## src/rtl/fpu_issue.sv

```systemverilog
// ---------------------------------------------------------------------------
// fpu_issue -- issue/sequencing stage sitting directly in front of the fpu.
//
// Takes one floating-point request at a time from execute, holds its operands
// and opcode steady on the fpu inputs until the fpu signals completion, then
// offers the tagged result to writeback. Requests with an unknown opcode skip
// the fpu entirely. Requests the fpu never finishes are aborted after TIMEOUT
// cycles. Both cases are reported through wb_err.
//
// Parameters
//   TIMEOUT : number of EXEC cycles allowed before the request is aborted
//   RD_W    : width of the destination register index
//
// Ports
//   clk, rstn                      clock, synchronous active-low reset
//   req_valid/req_ready            request handshake from execute
//   req_src0, req_src1, req_op,    request payload (operands, fpu opcode,
//   req_rd                         destination register)
//   fpu_src0, fpu_src1, fpu_op     operands/opcode driven into the fpu
//   fpu_result, fpu_fin            result and completion strobe from the fpu
//   wb_valid/wb_ready              result handshake to writeback
//   wb_data, wb_rd, wb_to_int,     result payload; wb_to_int selects the
//   wb_err                         integer register file, wb_err[0] illegal
//                                  opcode, wb_err[1] timeout
//   busy                           request in flight (EXEC or WB)
// ---------------------------------------------------------------------------
module fpu_issue #(
    parameter int TIMEOUT = 15,
    parameter int RD_W    = 5
) (
    input  logic            clk,
    input  logic            rstn,

    input  logic            req_valid,
    output logic            req_ready,
    input  logic [31:0]     req_src0,
    input  logic [31:0]     req_src1,
    input  logic [3:0]      req_op,
    input  logic [RD_W-1:0] req_rd,

    output logic [31:0]     fpu_src0,
    output logic [31:0]     fpu_src1,
    output logic [3:0]      fpu_op,
    input  logic [31:0]     fpu_result,
    input  logic            fpu_fin,

    output logic            wb_valid,
    input  logic            wb_ready,
    output logic [31:0]     wb_data,
    output logic [RD_W-1:0] wb_rd,
    output logic            wb_to_int,
    output logic [1:0]      wb_err,

    output logic            busy
);

    // Counter must reach TIMEOUT-1; one extra bit of headroom keeps the
    // width valid for any TIMEOUT >= 1.
    localparam int              CNT_W    = $clog2(TIMEOUT + 1);
    localparam logic [CNT_W-1:0] CNT_LAST = CNT_W'(TIMEOUT - 1);

    localparam logic [3:0] OP_NOP      = 4'b1111;
    localparam logic [3:0] OP_LAST     = 4'b1010;   // highest legal opcode
    localparam logic [3:0] OP_INT_BASE = 4'b1000;   // first int-destination op

    localparam logic [1:0] ERR_NONE    = 2'b00;
    localparam logic [1:0] ERR_ILLEGAL = 2'b01;
    localparam logic [1:0] ERR_TIMEOUT = 2'b10;

    typedef enum logic [1:0] {
        ST_IDLE = 2'd0,
        ST_EXEC = 2'd1,
        ST_WB   = 2'd2
    } state_t;

    state_t            state_reg;
    logic [31:0]       src0_reg;
    logic [31:0]       src1_reg;
    logic [3:0]        op_reg;
    logic [RD_W-1:0]   rd_reg;
    logic              to_int_reg;
    logic [31:0]       data_reg;
    logic [1:0]        err_reg;
    logic [CNT_W-1:0]  cnt_reg;

    logic              accept;
    logic              req_legal;
    logic              req_to_int;

    // A new request may enter while idle, or in the very cycle the pending
    // result leaves, so back-to-back traffic sees no bubble. Held low during
    // reset so nothing is accepted while the stage is being cleared.
    assign req_ready = rstn & ((state_reg == ST_IDLE) |
                               ((state_reg == ST_WB) & wb_ready));
    assign accept    = req_valid & req_ready;

    assign req_legal  = (req_op <= OP_LAST);
    assign req_to_int = (req_op >= OP_INT_BASE) && (req_op <= OP_LAST);

    always_ff @(posedge clk) begin
        if (!rstn) begin
            state_reg  <= ST_IDLE;
            src0_reg   <= '0;
            src1_reg   <= '0;
            op_reg     <= '0;
            rd_reg     <= '0;
            to_int_reg <= 1'b0;
            data_reg   <= '0;
            err_reg    <= ERR_NONE;
            cnt_reg    <= '0;
        end else begin
            case (state_reg)
                ST_EXEC: begin
                    // Completion wins over timeout when both land together.
                    if (fpu_fin) begin
                        data_reg  <= fpu_result;
                        err_reg   <= ERR_NONE;
                        state_reg <= ST_WB;
                    end else if (cnt_reg == CNT_LAST) begin
                        data_reg  <= '0;
                        err_reg   <= ERR_TIMEOUT;
                        state_reg <= ST_WB;
                    end else begin
                        cnt_reg   <= cnt_reg + CNT_W'(1);
                    end
                end

                default: begin
                    // IDLE and WB share the accept path; req_ready already
                    // encodes which of the two may take a new request.
                    if (accept) begin
                        src0_reg   <= req_src0;
                        src1_reg   <= req_src1;
                        op_reg     <= req_op;
                        rd_reg     <= req_rd;
                        to_int_reg <= req_to_int;
                        data_reg   <= '0;
                        cnt_reg    <= '0;
                        if (req_legal) begin
                            err_reg   <= ERR_NONE;
                            state_reg <= ST_EXEC;
                        end else begin
                            err_reg   <= ERR_ILLEGAL;
                            state_reg <= ST_WB;
                        end
                    end else if ((state_reg == ST_WB) && wb_ready) begin
                        state_reg <= ST_IDLE;
                    end
                end
            endcase
        end
    end

    // Outside EXEC the fpu must see NOP: any real multi-cycle opcode would
    // start its internal counter even though nobody is waiting for it.
    assign fpu_op    = (state_reg == ST_EXEC) ? op_reg : OP_NOP;
    assign fpu_src0  = src0_reg;
    assign fpu_src1  = src1_reg;

    assign wb_valid  = (state_reg == ST_WB);
    assign wb_data   = data_reg;
    assign wb_rd     = rd_reg;
    assign wb_to_int = to_int_reg;
    assign wb_err    = err_reg;

    assign busy      = (state_reg != ST_IDLE);

endmodule

```

## config.mk

```make
export PLATFORM = sky130hd
export DESIGN_NAME = fpu_issue
export DESIGN_NICKNAME = d
export VERILOG_FILES = /design/src/rtl/fpu_issue.sv
export SDC_FILE = /design/constraint.sdc
export NUM_CORES = 1
export LEC_CHECK = 0
export CORE_MARGIN = 5
export CORE_UTILIZATION = 44
export CTS_CLUSTER_SIZE = 20
export DETAILED_ROUTE_END_ITERATION = 8
export PLACE_DENSITY = 0.91
export SLEW_MARGIN = 25
export SYNTH_ARGS = -nofsm -noshare
export SYNTH_HDL_FRONTEND = slang
export SYNTH_SLANG_ARGS = --single-unit
export TNS_END_PERCENT = 1
```

## constraint.sdc

```tcl
create_clock -name clk -period 4.7 [get_ports clk]
set_input_delay 1.175 -clock clk [delete_from_list [all_inputs] [get_ports clk]]
set_output_delay 1.175 -clock clk [all_outputs]
set_load 0.01 [all_outputs]
```

---- Word level (Yosys, flattened, before mapping) ----
Cells that the tools add are included.
storage, ports and cells
  input bits .............................. 110
  word-level logic and storage cells ...... 52
  register bits after elaboration ......... 114
  output and inout bits ................... 111
cells by class
  reductions and logical operators ........ 10
  magnitude comparators ................... 2
  eq/ne operators ......................... 6
  bitwise gates (word level) .............. 5
  add/subtract/negate cells ............... 1
  muxes and demuxes ....................... 19
operators with widths
  kind                                                       count
  two-way mux 32 bit                                         4
  two-way mux 4 bit                                          5
  two-way mux 2 bit                                          9
  AND reduction 2 bit                                        3
  adder 4 x 1 -> 4 bit (second input constant)               1
  equality test 4 bit (second input constant)                1
  greater-or-equal comparator 4 bit (second input constant)  1
  <= comparator 4 bit (second input constant)                1
  inequality test 2 bit (second input constant)              2
  nonzero test 2 bit                                         2
  bitwise AND 1 bit                                          3
  inequality test 3 bit (second input constant)              1
  AND reduction 3 bit                                        1
  nonzero test 3 bit                                         1
  equality test 2 x 1 -> 1 bit (second input constant)       1
  equality test 2 bit (second input constant)                1
  logical AND 1 bit                                          2
  logical NOT 2 bit                                          1
  two-way mux 1 bit                                          1
  NOT 1 bit                                                  1
  bitwise OR 1 bit                                           1

---- Logic depth before layout (Yosys ltp) ----
  depth in word-level cells ............... 7
  depth in mapped cells ................... 7
  mapped depth without buffers ............ 6

---- Least setup slack after synthesis ----
Ideal clock, no wire load.
  kind .................................... in2out
  from .................................... input port wb_ready
  to ...................................... output port req_ready
  path buffers ............................ 0
  setup slack ............................. 2.010 ns
  arrival ................................. 1.515 ns
  stages .................................. 2
  data required time ...................... 3.525 ns
  path through ............................ nand2b_1 > and2_1
between the ends
  word-level cells in the longest chain between the ends .. 3
ends and longest elaborated chain
  item                line  source
  start: declaration  48    input logic wb_ready,
  bitwise AND 1 bit   94    ((state_reg == ST_WB) & wb_ready));
  bitwise OR 1 bit    93    assign req_ready = rstn & ((state_reg == ST_IDLE) |
  bitwise AND 1 bit   93
  end: declaration    35    output logic req_ready,
No other way between the ends.

---- Worst setup path in the final report ----
Same ends and word-level chain as after synthesis.

==> flow_metrics.tcl <==
set metrics [dict create \
    vias 4290 \
    grt_max_degree 115 \
    most-common-layout-cells "clkdlybuf4s50_1, nand2_1, dfxtp_1, a21boi_0, nor2b_1" \
    antenna_cells 0 \
    fin_nets 809 \
    cts_setup_buffers 0 \
    maxCapViolations 0 \
    pwr_density_cell_mw_per_mm2 371.4 \
    hpwl_um 9203 \
    cpMaxStageDelayCell "clkdlybuf4s50_1" \
    yosysWarnings 0 \
    setup_slack_ps 917.0 \
    synthArstFlopShare 0 \
    mostFrequentLayoutCell "clkdlybuf4s50_1" \
    finalCritPeriodShare 0.8049 \
    cp_max_fo 4 \
    critPathMostFrequentCell "clkdlybuf4s50_1" \
    hp-class "reg -> reg" \
    postRouteAntennaNets 0 \
    portBuffers 220 \
    yosys_register_bits 114 \
    final_max_slew_viol_count 0 \
    clockBufferDepth 2 \
    synthesis.nets 606 \
    dieArea_mm2 0.01245 \
    clock-sinks 114 \
    yosysUniqueCellTypes 34 \
    placed_cells 814 \
    max_freq_mhz 264.3 \
    timing.hold.ws_ps 450.9 \
    die-height_um 111.6 \
    min_period_ps 3783 \
    start_util 0.4459 \
    hold_violations 0 \
    area_delta_synth_final_pct 61.21 \
    end_kind "output pin" \
    seq_area_mm2 0.002282 \
    power_mw 2.720 \
    drive_gt1_frac 0.08873 \
    fillCellCount 745 \
    first_pass_iters 4 \
    grt_overflow_total 0 \
    track_usage 0.2141 \
    grt_pass1_vias 4339 \
    path_class "in -> out" \
    insertion_delay_ps 510 \
    netlist.area_leader.share 0.5025 \
    p_leak_nw 2.593 \
    place_ws_ps 916.4 \
    ctsRootBufferMaster "clkbuf_8" \
    syn_area_per_cell_um2 9.194 \
    critPathMaxStageDelay_ps 550 \
    die_w_um 111.6 \
    synth_edf_count 0 \
    synth_top_area_cell "dfxtp_1" \
    finalSetupViolCount 0 \
    cp.arrival_ps 2610 \
    viasPerCell 5.071 \
    row_count 37 \
    cts_resized 0 \
    cts_tree "built" \
    path_clk_slew_ps 50 \
    gp_congestion 0.8118 \
    yosys-top-cells-area "dfxtp_1, nand2_1, a21boi_0, a32oi_1, nor2b_1" \
    start_kind "input pin" \
    synthCells 494 \
    syn_area_mm2 0.004542 \
    coreArea_mm2 0.01018 \
    wirelength_um 13340 \
    routedWlPerCell_um 15.77 \
    fin_tns_setup_ps 0 \
    drt_iter0_drc 252 \
    cts_hold_buffers 0 \
    clock_skew_ps 6.180 \
    finalNonFillerCells 846 \
    cp_cell_sequence "clkdlybuf4s50_1 > nand2b_1 > and2_1 > clkdlybuf4s50_1" \
    ys_seq_area_frac 0.5025 \
    multi_input_area_mm2 0.001999 \
    drc 0 \
    peakVddDrop_mv 0.1883 \
    rsz0062_at_grt "false" \
    crit_required_ps 3520 \
    ios 221 \
    grt_antenna_before_repair 0 \
    htreeDepth 4 \
    worst_slew_pin_slew_ps 920.7 \
    synth_ff_type "dfxtp_1" \
    grt_pass1_wl_um 21640 \
    cts_made_buffers 17 \
    slew_headroom 0.3862 \
    status "complete, no violations" \
]
layout make-up:
cell class,instances,area share
inverter,3,0.001538
timing repair buffer,224,0.3042
clock buffer,21,0.06135
sequential,114,0.3117
clock inverter,11,0.02495
tap,136,0.02324
multi-input combinational,337,0.2731
routing by layer:
metal,track usage,part of all wire
met1,0.2368,0.39
met2,0.3683,0.50
met3,0.07337,0.069
met4,0.1030,0.034
met5,0,0
report_power, final:
| group | total [mW] | internal, mW | switching [mW] |
|---|---|---|---|
| combinational | 0.319 | 0.188 | 0.131 |
| clock | 1.37 | 0.937 | 0.436 |
| sequential | 1.03 | 1.01 | 0.0216 |
| total | 2.72 | 2.13 | 0.589 |
worst max-delay path: cells and delay by family:
kind / cells / cell delay, ps
and+or+nand+nor: 2 / 400
buffers and inverters: 2 / 1040
Yosys cell counts (8+ instances only):
library cell	count
nor2b_1	35
a21boi_2	10
nand2_2	11
buf_4	8
a21boi_1	20
a21boi_0	45
a21oi_1	8
a32oi_1	33
nand2_1	138
dfxtp_1	114
clkbuf_1	16
logic make-up after synthesis:
| group | share of synthesized area |
|---|---|
| compound gates | 0.2182 |
| fa+ha+maj | 0.005509 |
| buf+inv | 0.06061 |
| flops | 0.5025 |
| mux | 0.002204 |
| simple gates | 0.2110 |
metrics by stage:
stage / cell area [um^2] / util
after floorplan: 4542 / -
after global placement: 6689 / 0.6568
after detailed placement: 6690 / 0.6569
after CTS: 7322 / 0.7189
after global routing: 7322 / 0.7189
final: 7322 / 0.7189
worst paths after layout:
check | startpoint | end | slack, ps | cells after the start
max reg2reg | state_reg[1]$_SDFFE_PN0P_ | fpu_src1[25]$_SDFFE_PN0P_ | 2540 | 5
max | wb_ready | req_ready | 920 | 4
min | fpu_src0[23]$_SDFFE_PN0P_ | fpu_src0[23]$_SDFFE_PN0P_ | 450 | 2
min reg2reg | fpu_src0[23]$_SDFFE_PN0P_ | fpu_src0[23]$_SDFFE_PN0P_ | 450 | 2
(Power assumes the default switching activity.)
